## config.mk

```make
export PLATFORM = sky130hd
export DESIGN_NAME = angle_spi_scanner
export DESIGN_NICKNAME = d
export VERILOG_FILES = /design/src/rtl/angle_spi_scanner.sv
export SDC_FILE = /design/constraint.sdc
export NUM_CORES = 1
export LEC_CHECK = 0
export CORE_UTILIZATION = 51
export DETAILED_ROUTE_END_ITERATION = 10
export PLACE_DENSITY = 0.79
export SYNTH_ARGS = -nofsm -noshare
export SYNTH_HDL_FRONTEND = slang
export SYNTH_SLANG_ARGS = --single-unit
export TNS_END_PERCENT = 100
```

## constraint.sdc

```tcl
create_clock -name clock -period 4.7 [get_ports clock]
set_clock_uncertainty 0.1 [all_clocks]
set_input_delay 0.94 -clock clock [delete_from_list [all_inputs] [get_ports clock]]
set_output_delay 0.94 -clock clock [all_outputs]
set_load 0.02 [all_outputs]
```

## src/rtl/angle_spi_scanner.sv

```systemverilog
// rtl/angle_spi_scanner.sv - round-robin SPI angle-sensor scanner with an Avalon-MM register file
//
// Scans the sensors enabled in the mask one at a time over a shared SCK/MOSI/MISO bus,
// with one active-low select per sensor, and keeps the latest word from each sensor.
//
// Ports:
//   clock, reset_n       system clock, asynchronous active-low reset
//   address/read/readdata/write/writedata
//                        Avalon-MM slave, zero wait states
//                        0x00 control: bit0 enable, bit1 continuous, bit2 write-1 start pulse
//                        0x01 mask, 0x02 status: bit0 busy, [15:8] parity errors, [31:16] frame count
//                        0x10+i angle[i]
//   angle_sck            SPI clock, idle low
//   angle_mosi           SPI data out, changes on SCK rising edge
//   angle_miso           SPI data in, sampled where SCK falls
//   angle_ss_n_o         per-sensor active-low selects
//
// Optional build macro PARITY_CHECK_EN: reject received words with odd parity and count
// them in status[15:8] (saturating, cleared by any status write).
module angle_spi_scanner #(
    parameter int          NUM_SENSORS = 9,
    parameter int          DATA_WIDTH  = 16,
    parameter int          CLK_DIV     = 10,
    parameter logic [31:0] CMD_WORD    = 32'h0000_FFFF
) (
    input  logic                   clock,
    input  logic                   reset_n,
    input  logic [7:0]             address,
    input  logic                   read,
    output logic [31:0]            readdata,
    input  logic                   write,
    input  logic [31:0]            writedata,
    output logic                   angle_sck,
    output logic                   angle_mosi,
    input  logic                   angle_miso,
    output logic [NUM_SENSORS-1:0] angle_ss_n_o
);
    // index must be able to hold NUM_SENSORS itself: that value marks "pass finished"
    localparam int IW = $clog2(NUM_SENSORS + 1);
    localparam int CW = $clog2(2 * CLK_DIV);
    localparam int BW = $clog2(DATA_WIDTH);
    localparam logic [CW-1:0]         DIV_LAST = CW'(CLK_DIV - 1);
    // GAP is one cycle short; the FIND cycle completes the 2*CLK_DIV deselect time
    localparam logic [CW-1:0]         GAP_LAST = CW'(2 * CLK_DIV - 2);
    localparam logic [BW-1:0]         BIT_LAST = BW'(DATA_WIDTH - 1);
    localparam logic [DATA_WIDTH-1:0] CMD      = DATA_WIDTH'(CMD_WORD);

    typedef enum logic [2:0] {S_IDLE, S_FIND, S_SELECT, S_SHIFT, S_HOLD, S_GAP} state_t;

    state_t                  state_q, state_d;
    logic [IW-1:0]           index_q, index_d;
    logic [CW-1:0]           cnt_q, cnt_d;
    logic [BW-1:0]           bit_q, bit_d;
    logic                    sck_q, sck_d;
    logic [DATA_WIDTH-1:0]   tx_q, tx_d;
    logic [DATA_WIDTH-1:0]   rx_q, rx_d;
    logic [15:0]             frame_cnt_q, frame_cnt_d;
    logic                    enable_q, cont_q;
    logic [NUM_SENSORS-1:0]  mask_q;
    logic [DATA_WIDTH-1:0]   angle_q [NUM_SENSORS];

    logic                    ctrl_wr, mask_wr, start_wr;
    logic                    hold_done, angle_we, busy, sel_active;
    logic                    found;
    logic [IW-1:0]           found_idx, first_idx;
    logic [7:0]              err_rd;
    logic                    unused_wdata;

    assign ctrl_wr      = write && (address == 8'h00);
    assign mask_wr      = write && (address == 8'h01);
    assign start_wr     = ctrl_wr && writedata[2];
    assign busy         = (state_q != S_IDLE);
    assign sel_active   = (state_q == S_SELECT) || (state_q == S_SHIFT) || (state_q == S_HOLD);
    assign unused_wdata = ^writedata;

    // found: lowest enabled sensor at or above index; first_idx: lowest enabled sensor overall
    always_comb begin
        found     = 1'b0;
        found_idx = '0;
        first_idx = '0;
        for (int i = NUM_SENSORS - 1; i >= 0; i--) begin
            if (mask_q[i]) begin
                first_idx = IW'(i);
                if (IW'(i) >= index_q) begin
                    found     = 1'b1;
                    found_idx = IW'(i);
                end
            end
        end
    end

    always_comb begin
        state_d     = state_q;
        index_d     = index_q;
        cnt_d       = cnt_q;
        bit_d       = bit_q;
        sck_d       = sck_q;
        tx_d        = tx_q;
        rx_d        = rx_q;
        frame_cnt_d = frame_cnt_q;
        hold_done   = 1'b0;
        case (state_q)
            S_IDLE: begin
                if ((enable_q && cont_q) || (start_wr && writedata[0])) begin
                    state_d = S_FIND;
                    index_d = '0;
                end
            end
            S_FIND: begin
                if (mask_q == '0) begin
                    state_d = S_IDLE;
                end else if (!found) begin
                    // pass complete: it counts even if enable dropped during the last frame
                    frame_cnt_d = frame_cnt_q + 16'd1;
                    if (enable_q && cont_q) begin
                        index_d = first_idx;
                        cnt_d   = '0;
                        tx_d    = CMD;
                        state_d = S_SELECT;
                    end else begin
                        state_d = S_IDLE;
                    end
                end else if (!enable_q) begin
                    state_d = S_IDLE;
                end else begin
                    index_d = found_idx;
                    cnt_d   = '0;
                    tx_d    = CMD;
                    state_d = S_SELECT;
                end
            end
            S_SELECT: begin
                cnt_d = cnt_q + 1'b1;
                if (cnt_q == DIV_LAST) begin
                    cnt_d   = '0;
                    sck_d   = 1'b1;
                    bit_d   = '0;
                    state_d = S_SHIFT;
                end
            end
            S_SHIFT: begin
                cnt_d = cnt_q + 1'b1;
                if (cnt_q == DIV_LAST) begin
                    cnt_d = '0;
                    if (sck_q) begin
                        sck_d = 1'b0;
                        rx_d  = {rx_q[DATA_WIDTH-2:0], angle_miso};
                    end else if (bit_q == BIT_LAST) begin
                        state_d = S_HOLD;
                    end else begin
                        // the MSB is already on MOSI from SELECT, so the first rise keeps it
                        sck_d = 1'b1;
                        tx_d  = {tx_q[DATA_WIDTH-2:0], 1'b0};
                        bit_d = bit_q + 1'b1;
                    end
                end
            end
            S_HOLD: begin
                cnt_d = cnt_q + 1'b1;
                if (cnt_q == DIV_LAST) begin
                    cnt_d     = '0;
                    hold_done = 1'b1;
                    state_d   = S_GAP;
                end
            end
            S_GAP: begin
                cnt_d = cnt_q + 1'b1;
                if (cnt_q == GAP_LAST) begin
                    cnt_d   = '0;
                    index_d = index_q + 1'b1;
                    state_d = S_FIND;
                end
            end
            default: state_d = S_IDLE;
        endcase
    end

`ifdef PARITY_CHECK_EN
    logic [7:0] err_q;
    logic       parity_ok;
    logic       status_wr;

    assign status_wr = write && (address == 8'h02);
    assign parity_ok = ~(^rx_q);
    assign angle_we  = hold_done && parity_ok;
    assign err_rd    = err_q;

    always_ff @(posedge clock or negedge reset_n) begin
        if (!reset_n) begin
            err_q <= 8'd0;
        end else if (status_wr) begin
            err_q <= 8'd0;
        end else if (hold_done && !parity_ok && (err_q != 8'hFF)) begin
            err_q <= err_q + 8'd1;
        end
    end
`else
    assign angle_we = hold_done;
    assign err_rd   = 8'd0;
`endif

    always_ff @(posedge clock or negedge reset_n) begin
        if (!reset_n) begin
            state_q     <= S_IDLE;
            index_q     <= '0;
            cnt_q       <= '0;
            bit_q       <= '0;
            sck_q       <= 1'b0;
            tx_q        <= '0;
            rx_q        <= '0;
            frame_cnt_q <= 16'd0;
            enable_q    <= 1'b0;
            cont_q      <= 1'b0;
            mask_q      <= '1;
            for (int i = 0; i < NUM_SENSORS; i++) angle_q[i] <= '0;
        end else begin
            state_q     <= state_d;
            index_q     <= index_d;
            cnt_q       <= cnt_d;
            bit_q       <= bit_d;
            sck_q       <= sck_d;
            tx_q        <= tx_d;
            rx_q        <= rx_d;
            frame_cnt_q <= frame_cnt_d;
            if (ctrl_wr) begin
                enable_q <= writedata[0];
                cont_q   <= writedata[1];
            end
            if (mask_wr) mask_q <= writedata[NUM_SENSORS-1:0];
            for (int i = 0; i < NUM_SENSORS; i++) begin
                if (angle_we && (index_q == IW'(i))) angle_q[i] <= rx_q;
            end
        end
    end

    assign angle_sck  = sck_q;
    assign angle_mosi = sel_active ? tx_q[DATA_WIDTH-1] : 1'b0;

    always_comb begin
        angle_ss_n_o = '1;
        for (int i = 0; i < NUM_SENSORS; i++) begin
            if (sel_active && (index_q == IW'(i))) angle_ss_n_o[i] = 1'b0;
        end
    end

    // registered angle values are read, so a same-cycle update returns the old word
    always_comb begin
        readdata = 32'd0;
        if (read) begin
            if (address == 8'h00)      readdata = {30'd0, cont_q, enable_q};
            else if (address == 8'h01) readdata = 32'(mask_q);
            else if (address == 8'h02) readdata = {frame_cnt_q, err_rd, 7'd0, busy};
            for (int i = 0; i < NUM_SENSORS; i++) begin
                if (address == 8'(16 + i)) readdata = 32'(angle_q[i]);
            end
        end
    end
endmodule
```

# Yosys cells after proc, flatten, opt, wreduce, memory -nomap -nowiden
# Index checks and enable logic that the tools add are counted.
[word_totals]
memories = 0
ram_bits = 0
regBits = 220
latch_bits = 0
out_inout_bits = 43
romBits = 0
input_bits = 45
[op_classes]
eq_ne = 38
n_addsub = 4
muxes = 114
div_mod_pow = 0
order_cmp = 9
bitwise_logic = 2
n_mul = 0
n_shift = 0
n_reduce_logical = 44
[ops]
columns = ["cell", "n"]
rows = [
  ["$mux W32", 13],
  ["$mux W4", 37],
  ["$mux W16", 7],
  ["$eq A8 B5 Y1 const B", 9],
  ["$mux W1", 34],
  ["$pmux W16 S2", 1],
  ["$mux W5", 6],
  ["$mux W3", 9],
  ["$logic_and A1 B1 Y1", 23],
  ["$pmux W3 S6", 1],
  ["$add A16 B1 Y16 const B", 1],
  ["$eq A4 B3 Y1 const B", 4],
  ["$ge A3 B4 Y1 const A", 4],
  ["$pmux W5 S3", 1],
  ["$reduce_and A7 Y1", 2],
  ["$pmux W4 S3", 1],
  ["$ne A2 B2 Y1 const B", 5],
  ["$logic_not A9 Y1", 1],
  ["$reduce_and A3 Y1", 3],
  ["$reduce_bool A3 Y1", 3],
  ["$add A4 B1 Y4 const B", 2],
  ["$eq A4 B2 Y1 const B", 2],
  ["$eq A4 B4 Y1 const B", 2],
  ["$eq A8 B1 Y1 const B", 1],
  ["26 further kinds", 39],
]

# Longest topological paths before layout
# Gate-level depths: netlist of the first run.
[logic_depth]
ltp_word = 23
mapped_depth = 11
mapped_depth_nobuf = 8

# Worst setup path before layout of the first run
# OpenSTA, ideal clock, no wires.
[synth_path]
path_type = "input port to output port"
start = "input port address[4]"
end = "output port readdata[7]"
t_arrival_ns = 2.765
path_stages = 8
slack_ns = 0.895
path_buffers = 2
path_cell_list = "buf_6 > or4b_1 > clkbuf_1 > nor3_1 > a2bb2oi_1 > a221o_1 > o21ai_0 > a21boi_0"
[synth_via]
elab_chain_len = 13
word_cells_on_any_way = 23
[synth_lines]
columns = ["item", "line", "source"]
rows = [
  ["start: declaration", "28", "input logic [7:0] address,"],
  ["$eq A8 B1 Y1", "251", "else if (address == 8'h01) readdata = 32'(mask_q);"],
  ["$mux W32", "251", ""],
  ["$mux W32", "250", "if (address == 8'h00) readdata = {30'd0, cont_q, enable_q};"],
  ["$mux W32 (8 in a row)", "254", "if (address == 8'(16 + i)) readdata = 32'(angle_q[i]);"],
  ["$mux W32 (*)", "254", ""],
  ["$mux W32 (*)", "249", "if (read) begin"],
  ["end: declaration", "30", "output logic [31:0] readdata,"],
]
# Mark *: on every way between the ends. The rest lies on a longest branch, timed or not.

# Worst setup path in the final report of the first run
[layout_path]
start = "input port address[4]"
end = "output port readdata[1]"
# The elaborated chain is that of the path after synthesis.

==> results of run 1 <==
## metal layers
layer	track usage	vias up	wire [um]
li1	-	3657	-
met1	0.340	4172	12100
met2	0.434	258	13600
met3	0.0434	66	1520
met4	0.104	0	861
met5	0	-	0
## stage by stage
stage	setup WS [ps]	hold slack, ps	area, um^2	setup TNS (ps)	instances
detailed placement	-151	357	12100	-575	1275
finish	155	366	12900	0	1318
global route	3.41	380	12900	0	1318
floorplan	895	338	11100	0	956
global placement	-134	354	12100	-954	1275
CTS	10.6	368	12900	0	1318
## repair_timing
action / in CTS / in global routing
resized for setup: 13 / 8
gates cloned: 0 / 0
setup endpoints to repair: 12 / 6
## logic make-up after synthesis
| family | count (synthesis) | share of synthesized area |
|---|---|---|
| AOI/OAI and AO/OA | 191 | 0.123 |
| xor gates and xnor gates | 18 | 0.0143 |
| adders and majority gates | 8 | 0.00906 |
| buffers and inverters | 84 | 0.0318 |
| DFF | 220 | 0.499 |
| muxes | 191 | 0.201 |
| and+or+nand+nor | 244 | 0.121 |
## how the worst max path moves through the flow
stage                    to  slack, ps  cells past startpoint       start
2_1_floorplan   readdata[7]        900                      8  address[4]
3_3_place_gp    readdata[1]       -130                      9  address[4]
3_5_place_dp    readdata[1]       -150                      9  address[4]
4_1_cts        readdata[10]         10                     11  address[4]
5_1_grt         readdata[1]          3                      9  address[4]
6_report        readdata[1]        160                      9  address[4]
## worst max-delay path: cells and delay by family
| kind | cells | cell delay, ps |
|---|---|---|
| buf+inv | 3 | 1050 |
| compound gates | 2 | 550 |
| simple gates | 4 | 950 |
## state kept, by name, indices dropped and copies added, names as in the netlist
register	cells
enable_q	1
cont_q	1
bit_q	4
angle_sck	1
tx_q	16
state_q	3
index_q	4
rx_q	16
mask_q	9
cnt_q	5
frame_cnt_q	16
angle_q	144
## layout make-up
cell class	instances	area, um^2	share of cell area
inverter	18	67.6	0.00522
tap	275	344	0.0266
timing repair buffer	110	988	0.0764
multi-input combinational	652	5190	0.401
sequential	220	5520	0.426
clock buffer	36	706	0.0546
clock inverter	7	124	0.00958
## report_power, final
part	leakage, nW	total, W	switching (W)	internal (W)
sequential	3.00	0.00192	0.0000150	0.00190
combinational	2.70	0.000177	0.000111	0.0000652
clock	0.403	0.00197	0.000771	0.00120
total	6.11	0.00407	0.000897	0.00317
## Yosys cell counts, types with 4 or more instances
| cell | instances | share of area |
|---|---|---|
| a21boi_0 | 9 | 0.0061 |
| a21oi_1 | 32 | 0.014 |
| a22o_1 | 10 | 0.0079 |
| a22oi_1 | 9 | 0.0061 |
| a2bb2oi_1 | 8 | 0.0063 |
| and2_1 | 22 | 0.012 |
| and3_1 | 8 | 0.0045 |
| buf_1 | 4 | 0.0014 |
| buf_2 | 17 | 0.0077 |
| clkbuf_1 | 42 | 0.014 |
| dfrtp_1 | 211 | 0.48 |
| dfstp_2 | 9 | 0.021 |
| ha_1 | 8 | 0.0091 |
| inv_1 | 17 | 0.0058 |
| mux2_1 | 13 | 0.013 |
| mux2_2 | 164 | 0.17 |
| mux2i_1 | 7 | 0.0063 |
| mux4_2 | 7 | 0.014 |
| nand2_1 | 62 | 0.021 |
| nand2b_1 | 10 | 0.0057 |
| nand3_1 | 32 | 0.014 |
| nand3b_1 | 4 | 0.0027 |
| nand4_1 | 9 | 0.0051 |
| nor2_1 | 37 | 0.013 |
| nor2b_1 | 15 | 0.0085 |
| nor3_1 | 13 | 0.0059 |
| nor3_2 | 4 | 0.0036 |
| o2111ai_1 | 5 | 0.0040 |
| o211ai_1 | 9 | 0.0061 |
| o21ai_0 | 36 | 0.016 |
| o21bai_1 | 4 | 0.0027 |
| o221ai_1 | 13 | 0.010 |
| o22a_1 | 15 | 0.012 |
| o22ai_1 | 5 | 0.0028 |
| o2bb2ai_1 | 7 | 0.0055 |
| or3_1 | 4 | 0.0023 |
| xnor2_1 | 15 | 0.012 |
## placed cells by master (no fill, tap or decap), drive strengths merged, types with 7 or more instances in the layout
master,synthesis,final
a21boi,9,9
a21oi,32,32
a22o,10,10
a22oi,9,9
a2bb2oi,8,8
and2,23,23
and3,8,8
buf,24,49
clkbuf,42,36
clkdlybuf4s50,0,45
dfrtp,211,211
dfstp,9,9
dlygate4sd2,0,11
ha,8,8
inv,18,18
mux2,177,177
mux2i,7,7
mux4,7,7
nand2,62,62
nand2b,10,10
nand3,33,33
nand4,9,9
nor2,38,38
nor2b,16,16
nor3,18,18
o211ai,9,9
o21ai,39,39
o221ai,14,14
o22a,15,15
o2bb2ai,7,7
xnor2,15,15
==> results.md, run 1 <==
- Outcome: complete, no violations
- Worst r2r src: index_q[0]$_DFFE_PN0P_
- HP Class: primary input to async pin
- Post-DP HPWL: approximately 19000 um
- Worst skew pair latency: 530 ps
- Setup Fix Bufs, Post-CTS: 0
- Clk pin slew, worst setup/hold paths: 60 ps
- Die height: ~150 um
- DRT Pass-1 Iters: 5
- Clk buf depth: 3
- Tot GR Track Use: 0.261
- Fillers: 1656
- Syn nets: 1009
- Average size of a mapped cell: 11.6 um^2
- Post-Route WL: 28100 um
- Number of I/O port buffers: 64
- Worst setup SP type: primary input
- Worst reg2reg setup slack: 1320 ps
- Synth unique cells: 79
- Register area share after synthesis: 0.499
- Measured slew at the worst slew-check pin: 1190 ps
- Yosys warnings: 0
- Number of max-slew violations in the final report: 0
- Worst-path fanout max: 4
- Area growth, synth to finish: 17.1%
- Layout Nets: 1079
- Top-level port count: 88
- Ant diodes: 0
- Worst R2R Path Depth: 8
- Vias in the first global route: 8292
- Synthesized area: 11100 um^2
- Crit path largest cell delay: 540 ps
- Largest net degree at the start of global routing: 119
- Min cycle time layout: 4540 ps
- Global-route wire length before repair: 45000 um
- Core ar.: 21200 um^2
- Root Driver: clkbuf_16
- WL/cell: 21.3 um
- Worst R2R End: tx_q[11]$_DFFE_PN0P_
- Cells after Synth: about 960
- PD cells: 314 nW/um^2
- # setup viols final: 0
- Fin crit share: 0.967
- FFs w/ async S/R, synth: 1.00
- Initial antenna violation count: 0
- CP Cell Sequence: clkdlybuf4s50_1 -> or4b_1 -> nor3_1 -> buf_4 -> nand2_1 -> a222oi_1 -> a2111oi_0 -> nor3_1 -> dlygate4sd1_1
- Lkg Pwr: 6.11 nW
- Chip width: 149 um
- Max cap viols: 0
- DIE AREA: around 22000 um^2
- CP most frequent cell: nor3_1
- Vias: roughly 8000
- VDD IR max: 0.212 mV
- Layout cells sized above 1: 0.276
- Total power: 0.00407 W
- Commonest register cell after synthesis: dfrtp_1
- RSZ-0062 raised after global routing: no
- CP endpoint kind: primary output
- Initial DRC Count: 640
- Required time of the critical path: around 3700 ps
- CP max stage cell: clkdlybuf4s50_1
- CTS tree: yes
- Finished Core Util: 0.612
- H-tree levels: 1
- Grt ovf: 0
- Critical Path AT: 3500 ps
- Max Clk Rate: 220 MHz
- Clk sinks: between 200 and 250
- Crit Path Category: primary input to primary output
- Remaining DRCs: 0
- Hold_buf cts: 0
- Cell Rows: 53
- Final Hold Viols: 0
- Antenna-violating nets left: 0
- Yosys reg bits: 220
- Cts bufs inserted: 24
- Routability Congestion: just over 0.9
- Slew margin rel.: 0.208
- Post-synth EDFFs: 0
- Via-per-instance ratio: approximately 6.2
- Initial Util: 0.522
(Power assumes the default switching activity.)
==> run 2: changes to the inputs <==
--- a/config.mk
+++ b/config.mk
@@ -5,8 +5,10 @@
 export SDC_FILE = /design/constraint.sdc
 export NUM_CORES = 1
 export LEC_CHECK = 0
+export CAP_MARGIN = 10
 export CORE_UTILIZATION = 51
 export DETAILED_ROUTE_END_ITERATION = 10
+export GPL_TIMING_DRIVEN = 0
 export PLACE_DENSITY = 0.79
 export SYNTH_ARGS = -nofsm -noshare
 export SYNTH_HDL_FRONTEND = slang
==> run 2 against run 1 <==
Cell count grew 1.5%. The run now ends with setup timing left. Cell area is essentially flat. Largest cell class unchanged. Clock power shrank 8%. Combinational power grew 5%. Worst setup slack lost 310 ps. Hold slack lost 46 ps. Routed wire length shrank 1.5%. Critical path depth shrank 1.
==> results.md, run 2 (synthesized netlist as in run 1, its figures left out) <==
- Outcome: complete, but fails checks
- Failing checks: setup timing
- Crit path largest cell delay: around 670 ps
- CP top delay family: buffers and inverters
- Clk pin slew, worst setup/hold paths: 60 ps
- Non-Filler Instances: 1338
- Max Clk Rate: 206 MHz
- Vias: 8231
- DRT Pass-1 Iters: 5
- Initial DRC Count: about 740
- Max reg flops: 144
- Routability Congestion: between 0.9 and 1
- Initial Util: 0.522
- CP most frequent cell: clkdlybuf4s50_1
- Vias in the first global route: 8209
- Number of max-slew violations in the final report: 0
- Min cycle time layout: between 4000 and 5000 ps
- Max cap viols: 0
- Remaining DRCs: 0
- Worst setup SP type: primary input
- Initial antenna violation count: 0
- Setup_tns: -150 ps
- CP endpoint kind: primary output
- Grt ovf: 0
- Largest net degree at the start of global routing: 116
- Fin crit share: 1.03
- Antenna-violating nets left: 0
- Cts bufs inserted: 23
- PD cells: 302 nW/um^2
- Global-route wire length before repair: 44000 um
- CTS tree: yes
- WP buf/inv: 3
- Root Driver: clkbuf_16
- VDD IR max: 0.297 mV
- Slew margin rel.: 0.430
- Worst-path fanout max: 10
- Worst skew pair latency: approximately 530 ps
- Post-route cell area: between 10000 and 15000 um^2
- CP Cell Sequence: clkdlybuf4s50_1 -> clkbuf_2 -> nor2_2 -> nand3b_1 -> a21oi_2 -> a211oi_1 -> a31oi_1 -> clkdlybuf4s50_1
- Via-per-instance ratio: 6.15
- Post-DP HPWL: 18800 um
- Post-Route WL: 27600 um
- Chip width: 149 um
- Number of I/O port buffers: 62
- Critical Path AT: 3810 ps
- Layout Nets: 1100
- Clk buf depth: 3
- Final Hold Viols: 0
- Clk sinks: 220
- # setup viols final: 1
- HP Class: primary input to async pin
- Area growth, synth to finish: 17.1%
- Cell Rows: 53
- Required time of the critical path: 3660 ps
- Dpl cells: 1294
- Fillers: 1690
- Measured slew at the worst slew-check pin: approximately 850 ps
- Ant diodes: 0
- DIE AREA: 22300 um^2
- CP max stage cell: clkdlybuf4s50_1
- Final setup margin: -150 ps
- RSZ-0062 raised after global routing: yes
- Crit Path Category: primary input to primary output
- Layout cells sized above 1: 0.270
- Die height: 149 um
- Lkg Pwr: 6.08 nW
- Reg with most FFs: angle_q
- Total power: just under 0.004 W
- Commonest non-fill, non-tap cell in the layout: dfrtp_1
- Tot GR Track Use: 0.254
- Top-level port count: just under 90
- Commonest non-fill, non-tap cells in the layout: 211 x dfrtp_1, 164 x mux2_2, 62 x nand2_1, 45 x clkdlybuf4s50_1
- WL/cell: approximately 21 um
- Placed cell area: 12000 um^2
- Core ar.: around 21000 um^2
- H-tree levels: 1
-- run 2: changes by cell type in the layout (fill, tap and decap cells not counted), sizes merged --
cell | before | now
buf | 49 | 30
dlygate4sd1 | 1 | 0
inv | 18 | 19
dlymetal6s2s | 4 | 7
clkbuf | 36 | 72
clkinv | 3 | 7
bufinv | 3 | 1
dlygate4sd2 | 11 | 9
-- run 2: area by class of cell --
class | count | area [um^2] | area share
Buffer | 65 | 309 | 0.0239
Clock buffer | 31 | 656 | 0.0507
Clock inverter | 10 | 96.3 | 0.00745
Inverter | 18 | 67.6 | 0.00522
Multi-Input combinational cell | 652 | 5260 | 0.407
Sequential cell | 220 | 5520 | 0.426
Tap cell | 275 | 344 | 0.0266
Timing Repair Buffer | 67 | 689 | 0.0533
-- run 2: final timing paths --
| check | startpoint | to | slack, ps | cells after the start |
|---|---|---|---|---|
| max reg2reg | index_q[1]$_DFFE_PN0P_ | frame_cnt_q[15]$_DFFE_PN0P_ | 1610 | 10 |
| min | reset_n | tx_q[5]$_DFFE_PN0P_ | 320 | 1 |
| max in group asynchronous | reset_n | angle_q[9]$_DFFE_PN0P_ | 3110 | 2 |
| max | address[1] | readdata[0] | -150 | 8 |
| min in group clock | frame_cnt_q[15]$_DFFE_PN0P_ | frame_cnt_q[15]$_DFFE_PN0P_ | 370 | 1 |
| min reg2reg | frame_cnt_q[15]$_DFFE_PN0P_ | frame_cnt_q[15]$_DFFE_PN0P_ | 370 | 1 |
-- run 2: report_power, final --
group | switching [W] | internal, W | leakage (nW)
registers | 0.00000919 | 0.00190 | 3.00
clock network | 0.000764 | 0.00104 | 0.375
logic | 0.000124 | 0.0000629 | 2.71
total | 0.000897 | 0.00301 | 6.08
-- run 2: per-layer routing --
metal	up-vias	GRT usage	wire length (um)
li1	3706	-	-
met2	331	0.407	13100
met5	-	0	0
met4	0	0.104	953
met3	63	0.0391	1800
met1	4131	0.344	11800
-- run 2: metrics by stage --
step	setup slack, ps	utilization	hold WS, ps
2_1_floorplan	895	-	338
3_3_place_gp	-6620	0.568	355
3_5_place_dp	-668	0.570	358
4_1_cts	-107	0.610	375
5_1_grt	-150	0.612	406
6_report	-150	0.612	320
-- run 2: what timing repair did --
action,4_1_cts,5_1_grt
pin swaps,1,0
buffers inserted,4,0
hold endpoints to repair,0,0
setup endpoints to repair,32,20
resized for setup,41,13
hold buffers,0,0
==> run 3: changes to the inputs <==
--- a/config.mk
+++ b/config.mk
@@ -5,6 +5,7 @@
 export SDC_FILE = /design/constraint.sdc
 export NUM_CORES = 1
 export LEC_CHECK = 0
+export ABC_CLOCK_PERIOD_IN_PS = 4700
 export CAP_MARGIN = 10
 export CORE_UTILIZATION = 51
 export DETAILED_ROUTE_END_ITERATION = 10
==> results of run 3 <==
The final DEF is identical to that of run 2; final timing and power are the same.
